### src/rtl/qed_pkg.sv
// Shared constants and types for the QED instruction duplicator.
// Opcodes, NOP encoding, default buffer depth and the FSM state type live here.
package qed_pkg;

  localparam int unsigned QED_DEPTH_DEFAULT = 8;

  localparam logic [6:0] OPC_OP     = 7'h33;
  localparam logic [6:0] OPC_OP_IMM = 7'h13;
  localparam logic [6:0] OPC_LOAD   = 7'h03;
  localparam logic [6:0] OPC_STORE  = 7'h23;
  localparam logic [6:0] OPC_LUI    = 7'h37;

  localparam logic [31:0] QED_NOP = 32'h0000_0013;

  typedef enum logic [0:0] {
    ST_ORIG = 1'b0,
    ST_DUP  = 1'b1
  } qed_state_e;

  typedef struct packed {
    logic rd;
    logic rs1;
    logic rs2;
  } reg_use_t;

  // Which register fields an opcode actually reads or writes.
  function automatic reg_use_t reg_use(input logic [6:0] opc);
    reg_use_t u;
    case (opc)
      OPC_OP:     u = '{rd: 1'b1, rs1: 1'b1, rs2: 1'b1};
      OPC_OP_IMM: u = '{rd: 1'b1, rs1: 1'b1, rs2: 1'b0};
      OPC_LOAD:   u = '{rd: 1'b1, rs1: 1'b1, rs2: 1'b0};
      OPC_STORE:  u = '{rd: 1'b0, rs1: 1'b1, rs2: 1'b1};
      OPC_LUI:    u = '{rd: 1'b1, rs1: 1'b0, rs2: 1'b0};
      default:    u = '{rd: 1'b0, rs1: 1'b0, rs2: 1'b0};
    endcase
    return u;
  endfunction

  function automatic logic opc_legal(input logic [6:0] opc);
    logic ok;
    case (opc)
      OPC_OP, OPC_OP_IMM, OPC_LOAD, OPC_STORE, OPC_LUI: ok = 1'b1;
      default:                                          ok = 1'b0;
    endcase
    return ok;
  endfunction

endpackage

### src/rtl/qed_remap.sv
// Combinational legalizer and register remapper: originals use x0-x15, duplicates
// use the mirrored x16-x31 so both copies can run side by side without interference.
module qed_remap
  import qed_pkg::*;
(
  input  logic [31:0] in_instr,
  output logic [31:0] legal_instr,
  output logic [31:0] dup_instr
);

  reg_use_t in_use_s;
  reg_use_t legal_use_s;
  logic     bad_reg_s;

  // Legalize: unknown opcode or any used register in the upper half becomes NOP.
  always_comb begin
    in_use_s  = reg_use(in_instr[6:0]);
    bad_reg_s = (in_use_s.rd  & in_instr[11]) |
                (in_use_s.rs1 & in_instr[19]) |
                (in_use_s.rs2 & in_instr[24]);
    if (opc_legal(in_instr[6:0]) && !bad_reg_s) begin
      legal_instr = in_instr;
    end else begin
      legal_instr = QED_NOP;
    end
  end

  // Remap: set bit 4 of every used nonzero register field; x0 stays x0.
  always_comb begin
    legal_use_s = reg_use(legal_instr[6:0]);
    dup_instr   = legal_instr;
    if (legal_use_s.rd && (legal_instr[11:7] != 5'd0)) begin
      dup_instr[11] = 1'b1;
    end else begin
      dup_instr[11] = legal_instr[11];
    end
    if (legal_use_s.rs1 && (legal_instr[19:15] != 5'd0)) begin
      dup_instr[19] = 1'b1;
    end else begin
      dup_instr[19] = legal_instr[19];
    end
    if (legal_use_s.rs2 && (legal_instr[24:20] != 5'd0)) begin
      dup_instr[24] = 1'b1;
    end else begin
      dup_instr[24] = legal_instr[24];
    end
  end

endmodule

### src/rtl/qed_instr_dup.sv
// QED instruction duplicator: passes legalized originals to the core while buffering
// their remapped copies, then replays the copies in order and pulses QED_CHECK.
module qed_instr_dup
  import qed_pkg::*;
#(
  parameter int unsigned DEPTH = QED_DEPTH_DEFAULT
) (
  input  logic        CLK,
  input  logic        RESET,
  input  logic [31:0] QED_IN_INSTR,
  input  logic        QED_EXEC_DUP,
  input  logic        ADV,
  output logic [31:0] INSTR,
  output logic        QED_IS_DUP,
  output logic [3:0]  QED_CNT,
  output logic        QED_CHECK
);

  localparam int unsigned   PW        = (DEPTH > 1) ? $clog2(DEPTH) : 1;
  localparam logic [3:0]    DEPTH_CNT = 4'(DEPTH);
  localparam logic [PW-1:0] LAST_PTR  = PW'(DEPTH - 1);

  qed_state_e    state_r, state_nxt_s;
  logic [31:0]   mem_r [DEPTH];
  logic [PW-1:0] wr_ptr_r, rd_ptr_r;
  logic [3:0]    cnt_r;
  logic          check_r, check_nxt_s;
  logic          push_s, pop_s;
  logic [31:0]   legal_s, dup_s;

  qed_remap u_remap (
    .in_instr    (QED_IN_INSTR),
    .legal_instr (legal_s),
    .dup_instr   (dup_s)
  );

  // Next-state logic; push only in ORIG, pop only in DUP, so they never coincide.
  always_comb begin
    state_nxt_s = state_r;
    push_s      = 1'b0;
    pop_s       = 1'b0;
    check_nxt_s = 1'b0;
    case (state_r)
      ST_ORIG: begin
        if (ADV && (cnt_r != DEPTH_CNT)) begin
          push_s = 1'b1;
          if (((cnt_r + 4'd1) == DEPTH_CNT) || QED_EXEC_DUP) begin
            state_nxt_s = ST_DUP;
          end else begin
            state_nxt_s = ST_ORIG;
          end
        end else begin
          state_nxt_s = ST_ORIG;
        end
      end
      ST_DUP: begin
        if (ADV && (cnt_r != 4'd0)) begin
          pop_s = 1'b1;
          if (cnt_r == 4'd1) begin
            state_nxt_s = ST_ORIG;
            check_nxt_s = 1'b1;
          end else begin
            state_nxt_s = ST_DUP;
          end
        end else begin
          state_nxt_s = ST_DUP;
        end
      end
      default: state_nxt_s = ST_ORIG;
    endcase
  end

  // Control state, occupancy and wrapping pointers.
  always_ff @(posedge CLK) begin
    if (!RESET) begin
      state_r  <= ST_ORIG;
      cnt_r    <= 4'd0;
      wr_ptr_r <= '0;
      rd_ptr_r <= '0;
      check_r  <= 1'b0;
    end else begin
      state_r <= state_nxt_s;
      check_r <= check_nxt_s;
      if (push_s) begin
        cnt_r    <= cnt_r + 4'd1;
        wr_ptr_r <= (wr_ptr_r == LAST_PTR) ? '0 : wr_ptr_r + PW'(1);
      end else if (pop_s) begin
        cnt_r    <= cnt_r - 4'd1;
        rd_ptr_r <= (rd_ptr_r == LAST_PTR) ? '0 : rd_ptr_r + PW'(1);
      end
    end
  end

  // Duplicate storage; contents need no reset since occupancy gates every read.
  always_ff @(posedge CLK) begin
    if (push_s) begin
      mem_r[wr_ptr_r] <= dup_s;
    end
  end

  // Output selection.
  always_comb begin
    if (!RESET) begin
      INSTR = QED_NOP;
    end else if (state_r == ST_DUP) begin
      INSTR = mem_r[rd_ptr_r];
    end else begin
      INSTR = legal_s;
    end
    QED_IS_DUP = RESET && (state_r == ST_DUP);
    QED_CNT    = cnt_r;
    QED_CHECK  = check_r;
  end

endmodule

### config.mk
export PLATFORM = sky130hd
export DESIGN_NAME = qed_instr_dup
export DESIGN_NICKNAME = d
export VERILOG_FILES = /design/src/rtl/qed_pkg.sv /design/src/rtl/qed_remap.sv /design/src/rtl/qed_instr_dup.sv
export SDC_FILE = /design/constraint.sdc
export NUM_CORES = 1
export LEC_CHECK = 0
export ABC_CLOCK_PERIOD_IN_PS = 6200
export CAP_MARGIN = 10
export CORE_MARGIN = 2
export CORE_UTILIZATION = 51
export DETAILED_ROUTE_END_ITERATION = 8
export PLACE_DENSITY = 0.77
export SLEW_MARGIN = 5
export SYNTH_ARGS = -nofsm -noshare
export SYNTH_HDL_FRONTEND = slang
export SYNTH_SLANG_ARGS = --single-unit
### constraint.sdc
create_clock -name CLK -period 6.2 [get_ports CLK]
set_input_delay 1.86 -clock CLK [delete_from_list [all_inputs] [get_ports CLK]]
set_output_delay 1.86 -clock CLK [all_outputs]
set_load 0.005 [all_outputs]
==> results.sh <==
export IMPL_h_tree_depth=1
export IMPL_min_period_over_period_pct=95.7
export IMPL_reg2reg_depth=7
export IMPL_fmax_mhz=169
export IMPL_whs_path_depth=2
export IMPL_syn_to_final_growth_pct=18.9
export IMPL_synth_top_family_by_area="multiplexers"
export IMPL_cts_setup_buffers=0
export IMPL_synth_seq_area_share_pct=71.9
export IMPL_grt_util_all_layers_pct=21.1
export IMPL_ys_top_cells_by_area="edfxtp_1, mux4_2, mux2i_1, dfxtp_1, and2_1"
export IMPL_initial_core_util_pct=52.3
export IMPL_dp_slack_ns=0.248
export IMPL_final_common_cell="edfxtp_1"
export IMPL_synth_simple_area_share_pct=5.86
export IMPL_final_cell_mix="edfxtp_1, clkdlybuf4s50_1, mux2i_1"
export IMPL_totalNegativeSetupSlack_ns=0
export IMPL_synth_edf_count=256
export IMPL_hp_start="rd_ptr_r[0]"
export IMPL_setup_violations=0
export IMPL_cts_resized=0
export IMPL_ir_drop_v=0.000259
export IMPL_placed_area_um2=12400
export IMPL_leakage_nw=4.56
export IMPL_drc=0
export IMPL_antenna_cells=0
export IMPL_crit_fanout=18
export IMPL_nNetsFinal=786
export IMPL_fp_dieH_um=152
export IMPL_ys_types=56
export IMPL_clock_skew_ns=0.00958
export IMPL_synth_seq_cells=271
export IMPL_start_kind="input pin"
export IMPL_synthAdderAreaFrac_pct=0.789
export IMPL_yosys_warnings=0
export IMPL_final_cell_area_um2=13200
export IMPL_dieArea_um2=23000
export IMPL_routed_wl_mm=23.6
export IMPL_cts_buffers=28
export IMPL_reg2reg_slack_ns=3.14
export IMPL_synth_top_area_share_pct=69.2
export IMPL_crit_arrival_ns=4.07
export IMPL_slew_violations=0
export IMPL_min_path_type="register to register"
export IMPL_overflow=0
export IMPL_crit_family="buffers and inverters"
export IMPL_dp_hpwl_mm=14.1
export IMPL_antenna_found_initial=0
export IMPL_required_ns=4.34
export IMPL_yosys_area_top_type="edfxtp_1"
export IMPL_first_iter_violations=456
export IMPL_rsz0062_at_grt="false"
export IMPL_viasPerCell=5.97
export IMPL_finalCriticalPeriod_ns=5.93
export IMPL_design_core_area_um2=21200
export IMPL_cp_common_cell="clkdlybuf4s50_1"
export IMPL_setup_ws_ns=0.269
export IMPL_synthCells=615
export IMPL_cts_sinks=271
export IMPL_relSlewSlack_pct=23.0
export IMPL_drv_cap=0
export IMPL_finalPower_mw=3.77
export IMPL_postCtsHoldBufs=0
export IMPL_worstReg2RegEnd="mem_r[7][13]"
export IMPL_clk_latency_ns=0.53
export IMPL_syn_cell_area_um2=11100
export IMPL_outcome="complete, no violations"
export IMPL_critical_path_slowest_cell="clkdlybuf4s50_1"
export IMPL_cp_num_buf_inv=3
export IMPL_grt_first_pass_wirelength_mm=35.8
export IMPL_clk_pin_slew_ns=0.06
export IMPL_dr_pass1_iters=5
export IMPL_synth_compound_area_share_pct=5.54
export IMPL_clock_path_buffers=3
export IMPL_cellPowerDensity_nw_per_um2=286
export IMPL_cp_end_kind="output pin"
export IMPL_routabilityCongestion=0.785
export IMPL_drive_above_1_share_pct=17.1
export IMPL_num_vias=6186
export IMPL_fp_row_count=53
export IMPL_clockRootBuffer="clkbuf_16"
export IMPL_design_portCount=74
export IMPL_io_buffers=73
export IMPL_grt_pass1_vias=6378
export IMPL_die_w_um=152
export IMPL_worstMarginPinSlew_ns=1.14
export IMPL_yosys_mux_area_fraction_pct=13.5
export IMPL_worstPathCellList="clkdlybuf4s50_1 > mux2i_1 > a21oi_2 > nor4_4 > buf_12 > a32o_1 > clkdlybuf4s50_1"
export IMPL_critical_path_max_stage_delay_ns=0.56
export IMPL_setup_worst_path_class="input pin to output pin"
export IMPL_hold_viol=0
export IMPL_yosys_most_used_dff="edfxtp_1"
export IMPL_ant_nets=0
export IMPL_avgRoutedWirePerCell_um=22.8
export IMPL_synth_xor_area_share_pct=0.0789
export IMPL_avgSynthCellArea_um2=18.1
export IMPL_r2r_start="QED_CNT[0]"
export IMPL_cts_tree="done"
export IMPL_ys_async_sr_fraction_pct=0
export IMPL_grt_max_degree=52
[power breakdown]
part	total [mW]	internal, mW	switching [mW]
Sequential	2.05	2.03	0.0226
Clock	1.52	0.884	0.632
Combinational	0.208	0.102	0.106
Total	3.77	3.01	0.761
[worst reg2reg max path: cells and delay by family (launching register included)]
family | cells | cell delay [ns]
and+or+nand+nor | 3 | 1.23
adders and majority gates | 1 | 0.25
DFF | 1 | 0.44
buffers and inverters | 2 | 0.47
AOI/OAI and AO/OA | 1 | 0.34
[synthesized netlist by cell type (all sizes together) (2+ instances only)]
cell	n
nor2	21
a32o	5
or3	3
clkbuf	13
and2	25
edfxtp	256
nand2	17
o21a	2
a21o	2
a21oi	15
o21ai	12
a21boi	5
nor2b	5
nor3	5
o221ai	2
conb	2
buf	22
mux2	10
mux4	42
o2bb2ai	8
a221o	12
nor4	5
a31oi	2
a22oi	12
dfxtp	15
ha	7
and3	14
mux2i	44
nand2b	4
nand3	4
nand3b	3
inv	6
[per-stage QoR]
step | hold WS (ns) | util [%] | std cells
after CTS | 0.513 | 62.2 | 1037
after global routing | 0.535 | 62.2 | 1037
after floorplan | 0.460 | - | 645
after detailed placement | 0.503 | 58.3 | 988
after global placement | 0.470 | 58.3 | 988
final | 0.508 | 62.2 | 1037
[kinds of logic (layout without fill, tap and decap cells)]
kind of cell,Yosys count,in the layout
xor+xnor,1,1
simple gates,114,114
fa+ha+maj,7,7
mux,96,96
compound gates,83,83
other cells,2,32
flops,271,271
buf+inv,41,158
[state kept, by name, summed over array words and instances (netlist names), named ones only]
register   flops
mem_r        256
QED_CNT        4
rd_ptr_r       3
wr_ptr_r       3
QED_CHECK      1
state_r        1
[cell type report]
| type | count | area, µm² |
|---|---|---|
| clock buffer | 34 | 744 |
| fill | 1536 | 8020 |
| timing repair buffer | 103 | 981 |
| sequential | 271 | 7990 |
| multi-input combinational | 333 | 3030 |
| clock inverter | 15 | 88.8 |
| tap | 275 | 344 |
| inverter | 6 | 22.5 |
[worst max path at each step]
stage / start / to / slack, ns / cells after the start
after detailed placement: QED_IN_INSTR[4] / INSTR[7] / 0.25 / 7
after global routing: QED_IN_INSTR[5] / INSTR[24] / 0.19 / 7
after global placement: QED_IN_INSTR[3] / INSTR[7] / 0.30 / 6
final: QED_IN_INSTR[4] / INSTR[7] / 0.27 / 7
after floorplan: ADV / mem_r[0][0] / 0.37 / 4
after CTS: QED_IN_INSTR[4] / INSTR[7] / 0.28 / 7
[routing by layer]
metal  vias up  part of all wire, %  GRT usage [%]
met1      3172                   41           28.2
li1       2712                    -              -
met4         0                  2.5           6.34
met2       253                   49           35.7
met5         -                    0              0
met3        49                  7.7           3.89
Power figures use the tool's default switching activity.
